--- src/rtl/noc_input_fifo.sv ---
// Per-port NoC input buffer. A circular flit store feeds a registered head-flit output.
// A write-side framing FSM drops malformed flits, and a packet counter tracks how many complete packets are stored.
module noc_input_fifo #(
  parameter int DATA_WIDTH = 32,
  parameter int DEPTH      = 8,
  parameter int PTR_W      = 3
) (
  input  logic                  clk,
  input  logic                  rst,
  input  logic                  wr_en,
  input  logic [DATA_WIDTH-1:0] din,
  input  logic                  rd_en,
  output logic [DATA_WIDTH-1:0] dout,
  output logic [2:0]            flit_id,
  output logic                  empty,
  output logic                  full,
  output logic                  pkt_avail,
  output logic                  drop_err
);

  localparam int CNT_W = PTR_W + 1;
  localparam logic [2:0] ID_HEADER  = 3'b001;
  localparam logic [2:0] ID_PAYLOAD = 3'b010;
  localparam logic [2:0] ID_TAIL    = 3'b100;

  typedef enum logic {
    ST_IDLE   = 1'b0,
    ST_IN_PKT = 1'b1
  } state_t;

  state_t                state_q, state_d;
  logic [PTR_W-1:0]      wr_ptr_q, wr_ptr_d;
  logic [PTR_W-1:0]      rd_ptr_q, rd_ptr_d;
  logic [CNT_W-1:0]      count_q, count_d;
  logic [CNT_W-1:0]      pkt_cnt_q, pkt_cnt_d;
  logic [DEPTH-1:0]      tail_q, tail_d;
  logic                  drop_err_q, drop_err_d;
  logic [DATA_WIDTH-1:0] dout_q;
  logic [DATA_WIDTH-1:0] mem [DEPTH];

  logic [2:0] din_id;
  logic       framing_ok;
  logic       wr_ok;
  logic       rd_ok;
  logic       wr_tail;
  logic       rd_tail;

  assign din_id  = din[DATA_WIDTH-1 -: 3];
  assign empty   = (count_q == '0);
  assign full    = (count_q == CNT_W'(DEPTH));
  assign rd_ok   = rd_en & ~empty;
  assign wr_ok   = wr_en & framing_ok & (~full | rd_ok);
  assign wr_tail = wr_ok & (din_id == ID_TAIL);
  // A side copy of each entry's TAIL bit lets the packet count drop on the read cycle itself.
  // This avoids waiting for the registered RAM output.
  assign rd_tail = rd_ok & tail_q[rd_ptr_q];

  assign dout      = dout_q;
  assign flit_id   = dout_q[DATA_WIDTH-1 -: 3];
  assign pkt_avail = (pkt_cnt_q != '0);
  assign drop_err  = drop_err_q;

  always_comb begin
    framing_ok = 1'b0;
    case (state_q)
      ST_IDLE:   framing_ok = (din_id == ID_HEADER);
      ST_IN_PKT: framing_ok = (din_id == ID_PAYLOAD) || (din_id == ID_TAIL);
      default:   framing_ok = 1'b0;
    endcase
  end

  always_comb begin
    state_d    = state_q;
    wr_ptr_d   = wr_ptr_q;
    rd_ptr_d   = rd_ptr_q;
    count_d    = count_q;
    pkt_cnt_d  = pkt_cnt_q;
    drop_err_d = wr_en & ~wr_ok;

    if (wr_ok) begin
      wr_ptr_d = wr_ptr_q + PTR_W'(1);
      if (state_q == ST_IDLE) begin
        state_d = ST_IN_PKT;
      end else if (din_id == ID_TAIL) begin
        state_d = ST_IDLE;
      end
    end
    if (rd_ok) begin
      rd_ptr_d = rd_ptr_q + PTR_W'(1);
    end

    case ({wr_ok, rd_ok})
      2'b10:   count_d = count_q + CNT_W'(1);
      2'b01:   count_d = count_q - CNT_W'(1);
      default: count_d = count_q;
    endcase

    case ({wr_tail, rd_tail})
      2'b10:   pkt_cnt_d = pkt_cnt_q + CNT_W'(1);
      2'b01:   pkt_cnt_d = pkt_cnt_q - CNT_W'(1);
      default: pkt_cnt_d = pkt_cnt_q;
    endcase
  end

  generate
    for (genvar gi = 0; gi < DEPTH; gi++) begin : g_tail
      assign tail_d[gi] = (wr_ok && (wr_ptr_q == PTR_W'(gi))) ? (din_id == ID_TAIL) : tail_q[gi];
    end
  endgenerate

  always_ff @(posedge clk) begin
    if (rst) begin
      state_q    <= ST_IDLE;
      wr_ptr_q   <= '0;
      rd_ptr_q   <= '0;
      count_q    <= '0;
      pkt_cnt_q  <= '0;
      tail_q     <= '0;
      drop_err_q <= 1'b0;
    end else begin
      state_q    <= state_d;
      wr_ptr_q   <= wr_ptr_d;
      rd_ptr_q   <= rd_ptr_d;
      count_q    <= count_d;
      pkt_cnt_q  <= pkt_cnt_d;
      tail_q     <= tail_d;
      drop_err_q <= drop_err_d;
    end
  end

  // On a full-buffer write with a same-cycle read, both ports hit the same entry.
  // The read returns the old flit.
  always_ff @(posedge clk) begin
    if (wr_ok) begin
      mem[wr_ptr_q] <= din;
    end
  end

  always_ff @(posedge clk) begin
    if (rst) begin
      dout_q <= '0;
    end else if (rd_ok) begin
      dout_q <= mem[rd_ptr_q];
    end
  end

endmodule

--- config.mk ---
export PLATFORM = sky130hd
export DESIGN_NAME = noc_input_fifo
export DESIGN_NICKNAME = d
export VERILOG_FILES = /design/src/rtl/noc_input_fifo.sv
export SDC_FILE = /design/constraint.sdc
export NUM_CORES = 1
export LEC_CHECK = 0
export ABC_AREA = 1
export CAP_MARGIN = 10
export CORE_UTILIZATION = 61
export CTS_BUF_LIST = sky130_fd_sc_hd__clkbuf_4
export DETAILED_ROUTE_END_ITERATION = 8
export PLACE_DENSITY = 0.93
export SLEW_MARGIN = 20
export SYNTH_ARGS = -nofsm -noshare
export SYNTH_HDL_FRONTEND = slang
export SYNTH_SLANG_ARGS = --single-unit
--- constraint.sdc ---
create_clock -name clk -period 7.05 [get_ports clk]
set_input_delay 2.115 -clock clk [delete_from_list [all_inputs] [get_ports clk]]
set_output_delay 2.115 -clock clk [all_outputs]
set_load 0.02 [all_outputs]
=== Yosys cells after proc, flatten, opt, wreduce, memory -nomap -nowiden ===
Memory sizes are Yosys's and may differ from the RTL's. A register that Yosys moved wholly into a read port is not among the register bits.
Cells that the tools add are included.
W data, S select, Z words.

* Bits in registers: 24
* Memory bits (writable): 256
* Word-level logic and storage cells: 71
* Memories: 1

* $add $sub $neg: 6
* Magnitude comparators: 1
* Equal/unequal tests: 15
* Muxes and demuxes: 9
* Bitwise logic cells: 11
* Reduce and logical (&&, ||, !) cells: 14

{| class="wikitable"
|+ Memory list
! name !! words !! bits a word !! rd ports !! clocked after Yosys merged registers in !! write ports !! line !! RTL
|-
| mem || 8 || 32 || 1 || 1 || 1 || 39 || <nowiki>logic [DATA_WIDTH-1:0] mem [DEPTH];</nowiki>
|}

{| class="wikitable"
|+ Operator list
! kind !! number
|-
| $pmux W4 S2 || 2
|-
| $eq A3 B3 Y1 const B || 5
|-
| $eq A3 B2 Y1 const B || 3
|-
| $add A4 B1 Y4 const B || 2
|-
| $logic_and A1 B1 Y1 || 8
|-
| $sub A4 B1 Y4 const B || 2
|-
| $add A3 B1 Y3 const B || 2
|-
| $and A1 B1 Y1 || 6
|-
| $eq A3 B1 Y1 const B || 2
|-
| $mux W1 || 5
|-
| $eq A2 B1 Y1 const B || 2
|-
| $eq A2 B2 Y1 const B || 2
|-
| $eq A4 B4 Y1 const B || 1
|-
| $logic_not A4 Y1 || 1
|-
| $lt A3 B4 Y1 const B || 1
|-
| $not A1 Y1 || 4
|-
| $reduce_bool A2 Y1 || 2
|-
| $reduce_bool A4 Y1 || 1
|-
| $bmux W1 S3 || 1
|-
| $logic_not A3 Y1 || 1
|-
| $pmux W1 S2 || 1
|-
| $logic_or A1 B1 Y1 || 1
|-
| $or A1 B1 Y1 || 1
|}

=== Depth between registers and ports, before layout ===
Gate-level depths: netlist of run 1.

* Word-level depth: 8
* Depth in mapped cells: 16

=== Worst setup path after synthesis of run 1 ===
OpenSTA, ideal clock, no wires.

* Path type: input to register
* Start point: input din[31]
* End point: memory mem[2][0], enable pin
* Setup time: 461 ps
* Arrival time: 5068 ps
* Data required time: 6589 ps
* Slack: 1521 ps
* Stages: 7
* Cell sequence: inv_1 nand3_1 a21oi_2 nand3_2 inv_1 nand2_1 nor3_1

* Longest elaborated chain between the ends: 7

{| class="wikitable"
|+ RTL lines
! item !! line !! RTL
|-
| start, declared || 11 || <nowiki>input logic [DATA_WIDTH-1:0] din,</nowiki>
|-
| $eq A3 B2 Y1 / $eq A3 B3 Y1 (equally long branches) || 67 || <nowiki>ST_IN_PKT: framing_ok = (din_id == ID_PAYLOAD) || (din_id == ID_TAIL);</nowiki>
|-
| $logic_or A1 B1 Y1 || 67 ||
|-
| $pmux W1 S2 (*) || 65 || <nowiki>case (state_q)</nowiki>
|-
| $and A1 B1 Y1 (*) (2 in series) || 52 || <nowiki>assign wr_ok = wr_en & framing_ok & (~full | rd_ok);</nowiki>
|-
| $mux W1 (*) || 134 || <nowiki>if (wr_ok) begin</nowiki>
|-
| $mux W1 (implied by the code) (*) || 135 || <nowiki>mem[wr_ptr_q] <= din;</nowiki>
|-
| end, declared || 39 ||
|}

Every way passes the cells marked *; elsewhere a longest branch is shown, timed or not.

=== Final worst setup path of run 1 ===
* Start point: input din[31]
* End point: memory mem[6][3], enable pin

The elaborated chain is that of the path after synthesis.

==> flow_summary.toml, run 1 <==
[cts]
cts_hold_buf = 0
clock-sinks = 312
cts_tree = "done"
h-tree-depth = 3
path_clk_slew_ps = 60
clockRootBuffer = "clkbuf_4"
numCtsBuffers = 77
post_cts_buffers = 0
cts_repair_resize_count = 0
clock_path_buffers = 3
clock_latency_ps = 730

[sta]
setup_tns_ps = 0
post-route-period-util_pct = 66.3
rsz0062_at_grt = "false"
setup_viol = 0
worst_pin_slew_ps = 1110
slew_viol_final = 0
fin_skew_ps = 54.4
slew-limit-headroom_pct = 25.7
fmax_mhz = 214
fin_crit_ps = 4670
hold_violations = 0

[setup_path]
reg2reg_from = "rd_ptr_q[1]$_SDFFE_PP0P_"
cp.arrival_ps = 4970
r2r-end = "pkt_cnt_q[3]$_SDFFE_PP0P_"
startpoint_type = "input port"
crit_required_ps = 7350
endpoint_kind = "flop"
path_class = "in2reg"
rrSetupSlack_ps = 3750
r2r_cells = 13
path_max_fanout = 32

[worst_hold_path]
whs_endpoint = "tail_q[4]$_SDFFE_PP0P_"
hp-start = "tail_q[4]$_SDFFE_PP0P_"
hp-class = "reg2reg"
hold_depth = 2

[finish]
n_fill_cell = 1152
syn_to_final_growth_pct = 16.0
drive_gt1_share_pct = 13.8
multi_input_area_sq_um = 2920
seqCellArea_sq_um = 8810
final_util_pct = 72.2
layout.nets = 1121

[global_routing]
grt_antenna_before_repair = 1
grt_max_degree = 103
grt_pass1_wl_um = 45700
grt_pass1_vias = 9069
gr-total-overflow = 0
track_usage_pct = 30.1

[floorplanning]
num_rows = 51
die-height_um = 143
initial_core_util_pct = 62.3
core_sq_um = 19500
io_pins = 75
dieArea_sq_um = 20500
die_w_um = 143

[power_and_ir_drop]
ir_drop_mv = 0.218
finalPower_uw = 5140
cellLeakagePower_uw = 0.00480
power_per_cell_area_nw_per_um2 = 365

[synth]
yosys.area.top_type = "edfxtp_1"
synth_common_cells = "edfxtp_1 (256), o21ai_0 (172), nor2_1 (153)"
synth.most_common_cell = "edfxtp_1"
ys_async_sr_fraction_pct = 0
yosysWarnings = 0
yosys-top-cells-area = "edfxtp_1 (63%), dfxtp_1 (9.2%), o21ai_0 (7.1%), nor2_1 (4.7%), o221ai_1 (2.4%)"
ys_seq_elements = 312
syn_nets = 1021
yosysUniqueCellTypes = 31
syn-instance-count = 971
synth_flop_cell = "edfxtp_1"
syn_area_sq_um = 12200
synth_top_area_share_pct = 63.2
synth-edff-count = 256
synth_area_per_cell_sq_um = 12.5
synth-seq-area-share_pct = 72.4

[detailed_routing]
drc_errors = 2
avgViaCountPerCell = 6.22
first_pass_iters = 8
drtIter0Drc = 1227
vias = 8721
wl_per_cell_um = 21.4
finalWirelength_um = 30000
ant_nets = 0

[status]
failed_checks = "design-rule violations"
status = "finished with violations"

[run]
maxCapViolations = 0

[placement]
portBuffers = 74
gp_congestion = 0.869
dp.final_hpwl_um = 15500
==> report_power, final <==
| part | total (uW) | switching, uW | internal (uW) |
|---|---|---|---|
| Sequential | 2240 | 127 | 2110 |
| Clock | 1560 | 743 | 819 |
| Combinational | 1350 | 881 | 465 |
==> metrics by stage <==
stage          setup slack, ps  instance area (sq um)  hold slack, ps  std cells
2_1_floorplan             1520                  12200             430        971
3_3_place_gp              2040                  13000             444       1255
3_5_place_dp              1800                  13000             455       1255
4_1_cts                   2480                  14000             464       1397
5_1_grt                   2220                  14100             479       1400
6_report                  2380                  14100             469       1401
==> cell families (layout without fill, tap and decap cells) <==
family / after synthesis / count (layout) / synth area share (%)
simple gates: 211 / 211 / 6.87
compound gates: 330 / 330 / 15.0
other cells: 0 / 2 / 0
buf+inv: 102 / 265 / 3.98
xor+xnor: 2 / 2 / 0.144
flops: 312 / 312 / 72.4
fa+ha+maj: 14 / 14 / 1.56
==> worst max path at each step <==
| stage | to | slack (ps) | cells past startpoint | start |
|---|---|---|---|---|
| floorplan | mem[2][0]$_DFFE_PP_ | 1520 | 7 | din[31] |
| global placement | pkt_cnt_q[3]$_SDFFE_PP0P_ | 2040 | 13 | rd_en |
| detailed placement | mem[0][5]$_DFFE_PP_ | 1800 | 8 | din[30] |
| CTS | mem[0][7]$_DFFE_PP_ | 2480 | 8 | din[30] |
| global route | pkt_cnt_q[3]$_SDFFE_PP0P_ | 2220 | 15 | din[31] |
| finish | mem[6][3]$_DFFE_PP_ | 2380 | 8 | din[31] |
==> state kept, by name, summed over array words and instances, names as in the netlist <==
| register | flops |
|---|---|
| count_q | 4 |
| rd_ptr_q | 3 |
| wr_ptr_q | 3 |
| drop_err | 1 |
| mem | 256 |
| dout | 32 |
| pkt_cnt_q | 4 |
| tail_q | 8 |
| state_q | 1 |
==> placed cells by master (no fill, tap or decap) <==
cell and instances:
o221ai_1 33, dfxtp_2 1, edfxtp_1 256, xnor2_1 1
clkinv_1 15, nand2_2 1, a21oi_2 1, nor4_1 1
diode_2 2, nor2_1 147, xor2_1 1, dfxtp_1 54
nor3_2 2, clkinv_2 2, buf_4 10, nor2_4 6
nand4_1 3, o22ai_1 32, fa_1 2, clkdlybuf4s50_1 74
o21ai_1 36, bufinv_16 1, a31oi_1 2, o21ai_0 172
clkbuf_4 121, buf_16 2, dfxtp_4 1, a211oi_1 1
a21oi_1 53, ha_1 12, inv_4 1, nand3_2 2
inv_2 6, inv_1 33, nand3_1 13, nand2_1 36
==> routing by layer <==
| metal | global-route usage (%) | share of wire, % |
|---|---|---|
| met4 | 20.9 | 4.3 |
| met3 | 7.14 | 10 |
| met1 | 35.1 | 35 |
| met5 | 0 | 0 |
| met2 | 49.5 | 51 |
==> worst max-delay path, stage by stage <==
cell and delay, ps:
clkdlybuf4s50_1 670, inv_1 180, nand3_1 110, a21oi_2 210, nand3_2 210, inv_1 230, nand2_1 310, nor2_4 920
==> layout make-up <==
type,instances,share of cell area [%]
Timing Repair Buffer,86,6.18
Clock buffer,121,6.44
Antenna cell,2,0.0355
Clock inverter,21,0.763
Tap cell,265,2.35
Inverter,37,1.00
Sequential cell,312,62.5
Multi-Input combinational cell,557,20.7
No activity file was read; power rests on OpenSTA's default activity.
==> inputs of run 2 (changes only) <==
--- a/config.mk
+++ b/config.mk
@@ -7,10 +7,10 @@
 export LEC_CHECK = 0
 export ABC_AREA = 1
 export CAP_MARGIN = 10
-export CORE_UTILIZATION = 61
+export CORE_UTILIZATION = 55
 export CTS_BUF_LIST = sky130_fd_sc_hd__clkbuf_4
 export DETAILED_ROUTE_END_ITERATION = 8
-export PLACE_DENSITY = 0.93
+export PLACE_DENSITY = 0.89
 export SLEW_MARGIN = 20
 export SYNTH_ARGS = -nofsm -noshare
 export SYNTH_HDL_FRONTEND = slang
==> constraint.sdc (replaced) <==
create_clock -name clk -period 3.85 [get_ports clk]
set_input_delay 1.155 -clock clk [delete_from_list [all_inputs] [get_ports clk]]
set_output_delay 1.155 -clock clk [all_outputs]
set_load 0.02 [all_outputs]
==> flow_summary.toml, run 2 (synthesis results as in run 1) <==
[floorplanning]
io_pins = 75
dieArea_sq_um = 22700
initial_core_util_pct = 55.9
core_sq_um = 21800
die-height_um = 151
num_rows = 54
die_w_um = 151

[run]
maxCapViolations = 0

[setup_path]
endpoint_kind = "output port"
rrSetupSlack_ps = 950
crit_family = "buffers and inverters"
path_cells = "inv_1 > nor4_1 > clkdlybuf4s50_1"
critPathBufInv = 2
crit_path_max_incr_delay_ps = 650
path_class = "reg2out"
reg2reg_from = "rd_ptr_q[1]$_SDFFE_PP0P_"
path_max_fanout = 4
slowest_stage = "clkdlybuf4s50_1"
r2r-end = "pkt_cnt_q[3]$_SDFFE_PP0P_"
cp.arrival_ps = 2070
r2r_cells = 13
crit_required_ps = 2690
startpoint_type = "flop"

[cts]
cts_hold_buf = 0
numCtsBuffers = 77
clockRootBuffer = "clkbuf_4"
post_cts_buffers = 0
h-tree-depth = 3
cts_tree = "done"
path_clk_slew_ps = 70
clock_latency_ps = 710
clock-sinks = 312
cts_repair_resize_count = 0
clock_path_buffers = 3

[detailed_routing]
wl_per_cell_um = 20.1
avgViaCountPerCell = 5.99
drc_errors = 1
vias = 8607
ant_nets = 0
first_pass_iters = 9
drtIter0Drc = 1171
finalWirelength_um = 28900

[finish]
seqCellArea_sq_um = 8810
n_fill_cell = 1387
layout.nets = 1141
mostFrequentLayoutCell = "edfxtp_1"
syn_to_final_growth_pct = 17.4
multi_input_area_sq_um = 2940
final_cell_mix = "edfxtp_1 (256), o21ai_0 (172), nor2_1 (147)"
drive_gt1_share_pct = 15.5
largest_reg_flops = 256
regMostFlops = "mem"

[sta]
fmax_mhz = 310
setup_tns_ps = 0
post-route-period-util_pct = 83.7
slew_viol_final = 0
worst_pin_slew_ps = 844
hold_violations = 0
slew-limit-headroom_pct = 43.7
fin_crit_ps = 3220
setup_viol = 0
fin_skew_ps = 67.2
rsz0062_at_grt = "false"

[global_routing]
grt_pass1_wl_um = 45000
grt_max_degree = 88
track_usage_pct = 26.4
grt_pass1_vias = 8754
globalRouteMet2Util_pct = 42.7
gr-total-overflow = 0
met1_usage_pct = 32.4
grt.busiest_layer = "met2"
grt_antenna_before_repair = 1
grt_use_met3_pct = 7.09

[worst_hold_path]
hold_depth = 2
hp-class = "reg2reg"
whs_endpoint = "tail_q[0]$_SDFFE_PP0P_"
hp-start = "tail_q[0]$_SDFFE_PP0P_"

[power_and_ir_drop]
finalPower_uw = 9430
cellLeakagePower_uw = 0.00491
ir_drop_mv = 0.339
power_per_cell_area_nw_per_um2 = 661

[status]
failed_checks = "design-rule violations"
status = "finished with violations"

[placement]
portBuffers = 74
gp_congestion = 0.860
dp.final_hpwl_um = 16000
[run 2: final cells by class]
| type | count | area share (%) |
|---|---|---|
| Antenna cell | 1 | 0.0175 |
| Clock buffer | 120 | 6.31 |
| Clock inverter | 24 | 1.04 |
| Inverter | 37 | 0.991 |
| Multi-Input combinational cell | 557 | 20.6 |
| Sequential cell | 312 | 61.7 |
| Tap cell | 280 | 2.45 |
| Timing Repair Buffer | 106 | 6.87 |
[run 2: power by group]
part / leakage [uW] / switching, uW / internal (uW)
Combinational: 0.00151 / 1620 / 863
Clock: 0.000635 / 1310 / 1560
Sequential: 0.00277 / 211 / 3860
Total: 0.00491 / 3140 / 6290
[run 2: worst max path at each step]
| stage | depth (start not counted) | endpoint | slack, ps | startpoint |
|---|---|---|---|---|
| 2_1_floorplan | 7 | mem[0][0]$_DFFE_PP_ | 150 | din[31] |
| 3_3_place_gp | 15 | pkt_cnt_q[3]$_SDFFE_PP0P_ | 270 | din[31] |
| 3_5_place_dp | 14 | pkt_cnt_q[3]$_SDFFE_PP0P_ | 220 | din[31] |
| 4_1_cts | 3 | full | 580 | count_q[3]$_SDFFE_PP0P_ |
| 5_1_grt | 13 | pkt_cnt_q[3]$_SDFFE_PP0P_ | 540 | rd_ptr_q[1]$_SDFFE_PP0P_ |
| 6_report | 3 | full | 630 | count_q[3]$_SDFFE_PP0P_ |
[run 2: routing by layer]
layer	routed length [um]	up-vias
li1	-	3874
met4	826	0
met1	10600	4104
met5	0	-
met2	14500	549
met3	3000	80
[run 2: worst min-delay path, delay by kind of cell (launching register included)]
| family | cells | cell delay [ps] |
|---|---|---|
| and+or+nand+nor | 1 | 60 |
| DFF | 1 | 310 |
| AOI/OAI and AO/OA | 1 | 50 |
[run 2: per-stage QoR]
step | cells | hold slack (ps) | util [%] | instance area [sq um] | worst slack (ps)
2_1_floorplan | 971 | 430 | - | 12200 | 152
3_3_place_gp | 1292 | 444 | 60.8 | 13200 | 272
3_5_place_dp | 1292 | 454 | 60.8 | 13200 | 215
4_1_cts | 1436 | 463 | 65.6 | 14300 | 582
5_1_grt | 1437 | 481 | 65.6 | 14300 | 542
6_report | 1437 | 467 | 65.6 | 14300 | 626
==> inputs of run 3 (changes only) <==
==> constraint.sdc (replaced) <==
create_clock -name clk -period 2.8 [get_ports clk]
set_input_delay 0.84 -clock clk [delete_from_list [all_inputs] [get_ports clk]]
set_output_delay 0.84 -clock clk [all_outputs]
set_load 0.02 [all_outputs]
==> flow_summary.toml, run 3 (synthesis results as in run 1) <==
[power_and_ir_drop]
ir_drop_mv = 0.528
finalPower_uw = 13000
power_per_cell_area_nw_per_um2 = 890
cellLeakagePower_uw = 0.00503

[global_routing]
grt_antenna_before_repair = 1
grt_pass1_vias = 8702
grt_max_degree = 99
grt.busiest_layer = "met2"
met1_usage_pct = 31.9
grt_pass1_wl_um = 44300
track_usage_pct = 26.2
gr-total-overflow = 0
globalRouteMet2Util_pct = 42.7
grt_use_met3_pct = 5.24

[sta]
worst_pin_slew_ps = 1000
hold_violations = 0
setup_tns_ps = 0
slew-limit-headroom_pct = 33.1
post-route-period-util_pct = 92.7
fin_skew_ps = 56.2
rsz0062_at_grt = "false"
setup_viol = 0
fin_crit_ps = 2600
fmax_mhz = 385
slew_viol_final = 0

[finish]
mostFrequentLayoutCell = "edfxtp_1"
largest_reg_flops = 256
final_util_pct = 67.1
syn_to_final_growth_pct = 20.1
fin_cells = 1450
layout.nets = 1157
regMostFlops = "mem"
final_cell_mix = "edfxtp_1 (256), o21ai_0 (172), nor2_1 (146)"
drive_gt1_share_pct = 16.9

[setup_path]
slowest_stage = "clkdlybuf4s50_1"
crit_required_ps = 3380
crit_top_cell = "a21oi_1"
endpoint_kind = "flop"
crit_path_max_incr_delay_ps = 450
path_max_fanout = 5
crit_family = "compound AO/OA/AOI/OAI gates"
cp.arrival_ps = 3180
path_class = "in2reg"
critPathBufInv = 3
path_cells = "clkdlybuf4s50_1 > inv_1 > nand3_1 > a21oi_2 > nand3_4 > nor2_2 > inv_1 > ha_1 > ha_1 > a21oi_1 > nand2_1 > a21oi_1 > o21ai_0 > o21ai_0 > a21oi_1"
startpoint_type = "input port"

[cts]
clockRootBuffer = "clkbuf_4"
numCtsBuffers = 77
clock-sinks = 312
post_cts_buffers = 0
path_clk_slew_ps = 70
cts_tree = "done"
clock_path_buffers = 3
h-tree-depth = 3
clock_latency_ps = 710

[placement]
dp.final_hpwl_um = 15800
portBuffers = 74
placed_cells = 1308
gp_congestion = 0.815

[detailed_routing]
finalWirelength_um = 28900
avgViaCountPerCell = 5.97
ant_nets = 0
vias = 8661
first_pass_iters = 5
drc_errors = 0
wl_per_cell_um = 19.9
drtIter0Drc = 810

[floorplanning]
dieArea_sq_um = 22700
io_pins = 75
die-height_um = 151
num_rows = 54
initial_core_util_pct = 55.9
core_sq_um = 21800
die_w_um = 151

[status]
status = "finished clean"

[worst_hold_path]
hp-class = "reg2reg"

[run]
maxCapViolations = 0
run 3: timing repair:
action / CTS / global route
endpoints found under the setup margin: 2 / 1
gates resized for setup: 2 / 1
hold buffers: 0 / 0
run 3: final timing paths:
kind         cells past startpoint  slack (ps)                        end                startpoint
max                             15         200  pkt_cnt_q[3]$_SDFFE_PP0P_                   din[31]
min                              2         460     tail_q[3]$_SDFFE_PP0P_    tail_q[3]$_SDFFE_PP0P_
max reg2reg                     12         500  pkt_cnt_q[3]$_SDFFE_PP0P_  rd_ptr_q[1]$_SDFFE_PP0P_
min reg2reg                      2         460     tail_q[3]$_SDFFE_PP0P_    tail_q[3]$_SDFFE_PP0P_
run 3: area by class of cell:
cell class	instances	area, sq um
sequential	312	8810
fill	1408	7150
multi-input combinational	557	2950
timing repair buffer	122	1310
clock buffer	121	908
tap	280	350
inverter	37	141
clock inverter	20	123
antenna	1	2.50
run 3: where the power goes:
group / total (uW) / internal, uW / switching, uW
sequential: 5510 / 5310 / 197
combinational: 3620 / 1260 / 2360
clock: 3870 / 2070 / 1800
total: 13000 / 8640 / 4360
run 3: per-stage QoR:
step	setup slack, ps	hold WS (ps)	cell area [sq um]
final	204	461	14600
after global routing	0.852	491	14600
after CTS	43.0	461	14600
after detailed placement	-502	452	13600
after global placement	-406	446	13600
after floorplan	-18.3	430	12200
run 3: worst register-to-register path, cell delays in order (launching register included):
cell,delay (ps)
dfxtp_2,360
buf_4,290
nor2_1,80
o21ai_0,90
a31oi_1,130
ha_1,270
ha_1,330
a21oi_1,150
nand2_1,80
a21oi_1,120
o21ai_0,130
o21ai_0,160
a21oi_1,60
run 3: per-layer routing:
metal / vias up / share of wire [%]
met5: - / 0
met4: 0 / 4.2
met3: 100 / 9.5
met2: 546 / 50
met1: 4102 / 36
li1: 3913 / -
